## src/rtl/booth_seq_multiplier.sv

```systemverilog
// booth_seq_multiplier
//   Iterative radix-4 Booth multiplier, WIDTH x WIDTH -> 2*WIDTH, one Booth digit
//   per clock. Signed or unsigned operation is chosen per request.
// Ports
//   clk          rising-edge clock
//   reset        synchronous active-high reset
//   start        request, accepted only while ready=1
//   signed_mode  1: operands are two's complement, 0: unsigned (sampled with start)
//   a, b         multiplicand / multiplier (sampled on the accepting edge)
//   ready        block can accept start this cycle
//   busy         operation in progress
//   done         one-cycle pulse, product valid
//   product      last result, held until the next done or reset
module booth_seq_multiplier #(
  parameter int unsigned WIDTH = 32
) (
  input  logic               clk,
  input  logic               reset,
  input  logic               start,
  input  logic               signed_mode,
  input  logic [WIDTH-1:0]   a,
  input  logic [WIDTH-1:0]   b,
  output logic               ready,
  output logic               busy,
  output logic               done,
  output logic [2*WIDTH-1:0] product
);

  localparam int unsigned PW = 2 * WIDTH;      // product width
  localparam int unsigned E  = WIDTH + 2;      // extended operand width
  localparam int unsigned N  = WIDTH / 2 + 1;  // Booth digits = RUN cycles
  localparam int unsigned CW = $clog2(N);
  localparam logic [CW-1:0] LAST = CW'(N - 1);

  if ((WIDTH % 2) != 0 || WIDTH < 4) begin : g_width_check
    $error("booth_seq_multiplier: WIDTH must be even and >= 4");
  end

  typedef enum logic [1:0] {IDLE, RUN, DONE} state_t;

  state_t        state;
  state_t        state_nx;
  logic          accept;
  logic          ready_nx;
  logic          busy_nx;
  logic          done_nx;
  logic [CW-1:0] cnt;
  logic [E:0]    mq;      // extended multiplier with b[-1] appended, shifted right 2/cycle
  logic [PW-1:0] mcand;   // extended multiplicand, pre-scaled by 4^i
  logic [PW-1:0] acc;
  logic [PW-1:0] pp;

  // State register
  always_ff @(posedge clk) begin
    if (reset) state <= IDLE;
    else       state <= state_nx;
  end

  // Next-state logic
  always_comb begin
    state_nx = state;
    case (state)
      IDLE:    if (start) state_nx = RUN;
      RUN:     if (cnt == LAST) state_nx = DONE;
      DONE:    state_nx = start ? RUN : IDLE;
      default: state_nx = IDLE;
    endcase
  end

  // Output decode, registered below so outputs track the state being entered
  always_comb begin
    ready_nx = 1'b1;
    busy_nx  = 1'b0;
    done_nx  = 1'b0;
    if (state_nx == RUN) begin
      ready_nx = 1'b0;
      busy_nx  = 1'b1;
    end
    if (state == DONE) done_nx = 1'b1;
  end

  always_ff @(posedge clk) begin
    if (reset) begin
      ready <= 1'b1;
      busy  <= 1'b0;
      done  <= 1'b0;
    end else begin
      ready <= ready_nx;
      busy  <= busy_nx;
      done  <= done_nx;
    end
  end

  assign accept = start && (state == IDLE || state == DONE);

  // Booth digit select: multiple of the scaled multiplicand for this digit
  always_comb begin
    pp = '0;
    case (mq[2:0])
      3'b001, 3'b010: pp = mcand;
      3'b011:         pp = mcand << 1;
      3'b100:         pp = -(mcand << 1);
      3'b101, 3'b110: pp = -mcand;
      default:        pp = '0;
    endcase
  end

  // Datapath. Bits of the 2*E accumulator above 2*WIDTH never reach product,
  // so all arithmetic is carried modulo 2^(2*WIDTH).
  always_ff @(posedge clk) begin
    if (reset) begin
      acc     <= '0;
      mcand   <= '0;
      mq      <= '0;
      cnt     <= '0;
      product <= '0;
    end else begin
      if (state == DONE) product <= acc;
      if (accept) begin
        mcand <= signed_mode ? {{WIDTH{a[WIDTH-1]}}, a} : {{WIDTH{1'b0}}, a};
        mq    <= signed_mode ? {b[WIDTH-1], b[WIDTH-1], b, 1'b0} : {2'b00, b, 1'b0};
        acc   <= '0;
        cnt   <= '0;
      end else if (state == RUN) begin
        acc   <= acc + pp;
        mcand <= mcand << 2;
        mq    <= mq >> 2;
        cnt   <= cnt + CW'(1);
      end
    end
  end

endmodule

```

## config.mk

```make
export PLATFORM = sky130hd
export DESIGN_NAME = booth_seq_multiplier
export DESIGN_NICKNAME = d
export VERILOG_FILES = /design/src/rtl/booth_seq_multiplier.sv
export SDC_FILE = /design/constraint.sdc
export NUM_CORES = 1
export LEC_CHECK = 0
export BUFFER_PORTS_ARGS = -buffer_cell sky130_fd_sc_hd__buf_2
export CORE_AREA = 2 2 202 204
export CTS_BUF_LIST = sky130_fd_sc_hd__clkbuf_8
export CTS_CLUSTER_DIAMETER = 50
export DETAILED_ROUTE_END_ITERATION = 6
export DIE_AREA = 0 0 204 206
export GPL_ROUTABILITY_DRIVEN = 0
export REMOVE_ABC_BUFFERS = 1
export SLEW_MARGIN = 25
export SYNTH_ARGS = -nofsm -noshare
export SYNTH_HDL_FRONTEND = slang
export SYNTH_SLANG_ARGS = --single-unit
```

## constraint.sdc

```tcl
create_clock -name clk -period 6 [get_ports clk]
set_input_delay 0.3 -clock clk [delete_from_list [all_inputs] [get_ports clk]]
set_output_delay 0.3 -clock clk [all_outputs]
set_load 0.05 [all_outputs]
```

==> impl_metrics.toml, run 1 <==
[status]
status = "finished clean"

[logic_synthesis]
synthDominantAreaCellType = "dfxtp_1"
synth_ff_type = "dfxtp_1"
synthTopCellsByArea = "dfxtp_1 30%, nand2_1 10%, a21oi_1 8.9%"
syn_area_mm2 = 0.0158
synthArstFlopShare = 0
synth_top_area_frac = 0.298
ys_types = 84
yosysWarnings = 0
syn_avg_cell_area_um2 = 7.23
syn_inst = 2191
synth_edf_count = 0
ys_seq_area_frac = 0.298
synth-seq-cells = 236

[worst_setup_path]
worstSetupEndpoint = "acc[63]"
cp.depth = 24
crit_start = "mcand[0]"
start_kind = "flip-flop"
crit_buf_inv = 2
r2r_end = "acc[63]"
crit_chain = "inv_1 > ha_1 > nor4b_4 > nand3_2 > nor3_2 > nand2b_1 > or3_1 > or3_1 > nand2_1 > xnor2_1 > a221oi_1 > a31oi_1 > ha_1 > a21oi_2 > o21bai_1 > a21o_1 > a2111oi_1 > buf_4 > a2111oi_2 > or2b_2 > a31oi_1 > xor2_1 > a21oi_1 > a31o_1"
rrSetupSlack_ps = 310
r2r_start = "mcand[0]"
reg2reg_depth = 24
crit_required_ps = 6510
crit_slowest_cell = "ha_1"
cp.arrival_ps = 6200
crit_type = "reg2reg"
max_stage_delay_ps = 400
crit_fanout = 6
critical-path-top-delay-family = "simple AND/OR/NAND/NOR gates"
crit_path_end_kind = "flip-flop"

[clock_network]
cts_root_buffer = "clkbuf_8"
insertion_delay_ps = 610
cts-htree-levels = 2
cts.sinks = 236
cts_made_buffers = 46
clk_pin_slew_ps = 60
ctsLongestPathBuffers = 3
cts_tree = "yes"

[drt]
dr.pass1.iters = 6
vias = 16200
drt_iter0_markers = 1517
drc = 0
drt_wl_total_mm = 49.8
drtAntennaViolNets = 0
vias_per_cell = 5.68
avgRoutedWirePerCell_um = 17.4

[floorplan]
dieArea_mm2 = 0.0420
initial_core_util = 0.394
die_h_um = 206
rows = 74
io_pins = 135
coreArea_mm2 = 0.0402
die_w_um = 204

[finish]
drive_gt1_frac = 0.124
fin_util = 0.455
stdcell_count = 2858
fin_area_mm2 = 0.0183
insertedDiodeCount = 0
nNetsFinal = 2426
final_common_cell = "nand2_1"
area_delta_synth_final_pct = 15.4
final_cell_mix = "425 x nand2_1, 282 x a21oi_1, 235 x dfxtp_1"

[placement]
dp.cells = 2711
portBuffers = 134
dp_slack_ps = 32.6
dp_hpwl_mm = 34.8
place_area_mm2 = 0.0167

[job]
drv_cap = 0

[pwr]
p_leak_nw = 7.24
irDropWorstVdd_mv = 0.184
power_density_mw_per_mm2 = 235

[timing]
relSlewSlack = 0.318
fin_worst_skew_ps = 28.3
tightest_slew_ps = 1020
hold_violations = 0
max_freq_mhz = 176
period_share = 0.948
period_minus_slack_ps = 5690
setup_viol = 0
drv_slew = 0
hold_ws_ps = 36.3
finalWorstSetupSlack_ps = 310

[grt]
grt_util_all_layers = 0.234
grt_overflow_total = 0
grt_max_degree = 71
grt_pass1_vias = 15300
grt_pass1_wl_mm = 80.6
antenna_found_initial = 0

[min_path]
hold_path.class = "in2reg"
holdCritStartpoint = "a[20]"
synth_stat cells (all sizes together), types with 18 or more instances:
cell type,n
nor3,71
nand4,21
nand3,35
a22oi,97
buf,30
clkbuf,158
a21oi,283
a221oi,20
a31oi,18
inv,22
ha,66
a21o,36
dfxtp,236
nand2,427
xor2,67
o21ai,123
o21bai,18
xnor2,75
or3,33
nor2,169
timing repair:
action                                  CTS  global route
hold buffers                             62             0
endpoints found under the setup margin    0            22
setup buffers                             0             2
endpoints found under the hold margin    62             0
gates resized for setup                   0             8
layout make-up:
class / count / area, um^2
Multi-Input combinational cell: 1743 / 10200
Inverter: 24 / 90.1
Clock buffer: 56 / 771
Clock inverter: 27 / 160
Fill cell: 4140 / 21900
Timing Repair Buffer: 240 / 1620
Tap cell: 532 / 666
Sequential cell: 236 / 4730
state kept, by name (all words and copies together), names as in the netlist:
register  cells
mq           34
state         2
product      64
cnt           5
ready         1
acc          64
busy          1
done          1
mcand        64
metrics by stage:
stage	total power, mW	setup TNS (ps)
after floorplan	2.36	-134660
after global placement	2.63	0
after detailed placement	2.65	0
after CTS	4.32	0
after global routing	4.52	-7.53
final	4.29	0
report_power, final:
group | leakage (nW) | internal (mW) | switching [mW] | total (mW)
sequential | 1.92 | 1.64 | 0.114 | 1.75
combinational | 4.79 | 0.352 | 0.567 | 0.919
clock | 0.529 | 0.891 | 0.729 | 1.62
worst reg2reg max path: cells and delay by family (launching register included):
| family | cells | cell delay [ps] |
|---|---|---|
| simple gates | 8 | 2100 |
| fa+ha+maj | 2 | 650 |
| flops | 1 | 360 |
| xor+xnor | 2 | 290 |
| buf+inv | 2 | 290 |
| compound gates | 10 | 1890 |
logic make-up (layout without fill, tap and decap cells):
| logic type | Yosys count | after routing | share of synthesized area |
|---|---|---|---|
| mux | 8 | 8 | 0.00514 |
| simple gates | 840 | 840 | 0.237 |
| flops | 236 | 236 | 0.298 |
| fa+ha+maj | 67 | 67 | 0.0534 |
| compound gates | 686 | 686 | 0.267 |
| buf+inv | 212 | 347 | 0.0606 |
| xor+xnor | 142 | 142 | 0.0785 |
metal layers:
layer  vias up  track usage  share of wire
met1      7588        0.325           0.47
met4         0       0.0730          0.027
met3        98       0.0527          0.077
met5         -            0              0
li1       7970            -              -
met2       586        0.361           0.43
how the worst min path moves through the flow:
stage                       end  depth (start not counted)
floorplan             mcand[10]                          1
global placement     product[7]                          2
detailed placement  product[28]                          2
CTS                   mcand[20]                          3
global route          mcand[22]                          3
finish                mcand[20]                          3
Power figures use the tool's default switching activity.
==> run 2, diff against run 1 <==
--- a/config.mk
+++ b/config.mk
@@ -5,9 +5,10 @@
 export SDC_FILE = /design/constraint.sdc
 export NUM_CORES = 1
 export LEC_CHECK = 0
+export ABC_AREA = 0
 export BUFFER_PORTS_ARGS = -buffer_cell sky130_fd_sc_hd__buf_2
 export CORE_AREA = 2 2 202 204
-export CTS_BUF_LIST = sky130_fd_sc_hd__clkbuf_8
+export CTS_BUF_LIST = sky130_fd_sc_hd__clkbuf_16
 export CTS_CLUSTER_DIAMETER = 50
 export DETAILED_ROUTE_END_ITERATION = 6
 export DIE_AREA = 0 0 204 206
==> run 2 against run 1 <==
Sequential share of layout area increased by 0.57 points. Critical path depth unchanged. Sequential power about the same. Via count down 2.1%. Largest power group is now the clock network. Setup slack got worse by 8.7 ps. Register-to-register slack about the same. First-iteration DRC count fell by 3.0%. Final cell count down 2.9%. Clock skew decreased by 15 ps. Die area is the same. Critical endpoint unchanged.
==> impl_metrics.toml, run 2 (synthesized netlist as in run 1, its figures left out) <==
[floorplan]
rows = 74
dieArea_mm2 = 0.0420
die_w_um = 204
coreArea_mm2 = 0.0402
die_h_um = 206
initial_core_util = 0.394
io_pins = 135

[grt]
grt_util_all_layers = 0.231
grt_pass1_vias = 14800
grt_overflow_total = 0
antenna_found_initial = 4
grt_pass1_wl_mm = 79.0
grt_max_degree = 71

[placement]
dp_slack_ps = 32.6
dp.cells = 2711
portBuffers = 134
place_area_mm2 = 0.0167
dp_hpwl_mm = 34.8

[timing]
drv_slew = 0
tightest_slew_ps = 1030
relSlewSlack = 0.314
fin_worst_skew_ps = 13.6
setup_viol = 0
setup_tns_ps = 0
finalWorstSetupSlack_ps = 302
rsz0062_at_grt = "no"
max_freq_mhz = 175
period_share = 0.950
hold_violations = 0
period_minus_slack_ps = 5700
hold_ws_ps = 28.6

[worst_setup_path]
crit_required_ps = 6430
cp.depth = 24
critical-path-top-delay-family = "simple AND/OR/NAND/NOR gates"
max_stage_delay_ps = 400
crit_fanout = 6
crit_slowest_cell = "ha_1"
crit_buf_inv = 2
start_kind = "flip-flop"
crit_type = "reg2reg"
cp.arrival_ps = 6130
reg2reg_depth = 24
crit_chain = "inv_1 > ha_1 > nor4b_4 > nand3_2 > nor3_2 > nand2b_1 > or3_1 > or3_1 > nand2_1 > xnor2_1 > a221oi_1 > a31oi_1 > ha_1 > a21oi_2 > o21bai_1 > a21o_1 > a2111oi_1 > buf_4 > a2111oi_2 > or2b_2 > a31oi_1 > xor2_1 > a21oi_1 > a31o_1"
crit_path_end_kind = "flip-flop"

[job]
drv_cap = 0

[clock_network]
cts_made_buffers = 36
insertion_delay_ps = 540
cts-htree-levels = 2
clk_pin_slew_ps = 50
ctsLongestPathBuffers = 3
cts_tree = "yes"
cts.sinks = 236
cts_root_buffer = "clkbuf_16"

[pwr]
power_mw = 4.68
p_leak_nw = 7.04
irDropWorstVdd_mv = 0.207
power_density_mw_per_mm2 = 262

[finish]
final_common_cell = "nand2_1"
area_delta_synth_final_pct = 12.9
reg_top3 = "acc (64), mcand (64), product (64)"
final_cell_mix = "425 x nand2_1, 282 x a21oi_1, 235 x dfxtp_1"
nNetsFinal = 2354
stdcell_count = 2775
fin_area_mm2 = 0.0179
drive_gt1_frac = 0.122
fin_util = 0.445
nFillCells = 4195

[min_path]
whs_path_depth = 3
hold_path.class = "in2reg"

[drt]
drt_iter0_markers = 1471
vias = 15900
drc = 0
vias_per_cell = 5.73
avgRoutedWirePerCell_um = 17.6
drtAntennaViolNets = 0
drt_wl_total_mm = 48.8
dr.pass1.iters = 6

[status]
status = "finished clean"
-- run 2: routing by layer --
layer	part of all wire	vias up	track usage	wire [um]
met5	0.00084	-	0	41
met4	0.026	6	0.0694	1280
met3	0.082	92	0.0583	4010
met2	0.42	572	0.350	20600
met1	0.47	7402	0.321	22900
li1	-	7827	-	-
-- run 2: path summary, 6_finish.rpt --
kind,from,to,slack [ps]
max,mcand[0],acc[63],300
min,a[0],mcand[0],30
max reg2reg,mcand[0],acc[63],300
min reg2reg,product[10],product[10],450
-- run 2: timing repair --
action / in CTS / in global routing
endpoints found under the setup margin: 0 / 22
resized for setup: 0 / 8
hold buffers: 0 / 0
buffers inserted: 0 / 2
-- run 2: report_power, final --
group | switching [mW] | internal [mW] | total [mW]
Combinational | 0.559 | 0.326 | 0.884
Clock | 0.784 | 1.26 | 2.05
Sequential | 0.114 | 1.64 | 1.75
Total | 1.46 | 3.22 | 4.68
-- run 2: final cells by class --
cell class / count / area (um^2) / area share
Multi-Input combinational cell: 1743 / 10200 / 0.572
Sequential cell: 236 / 4730 / 0.264
Clock buffer: 37 / 926 / 0.0518
Inverter: 24 / 90.1 / 0.00504
Clock inverter: 24 / 229 / 0.0128
Antenna cell: 1 / 2.50 / 0.000140
Timing Repair Buffer: 178 / 1000 / 0.0562
Tap cell: 532 / 666 / 0.0372
-- run 2: tightest hold or removal path: cells and delay by family --
family / cells / cell delay, ps
compound gates: 1 / 60
simple gates: 1 / 80
buf+inv: 1 / 80
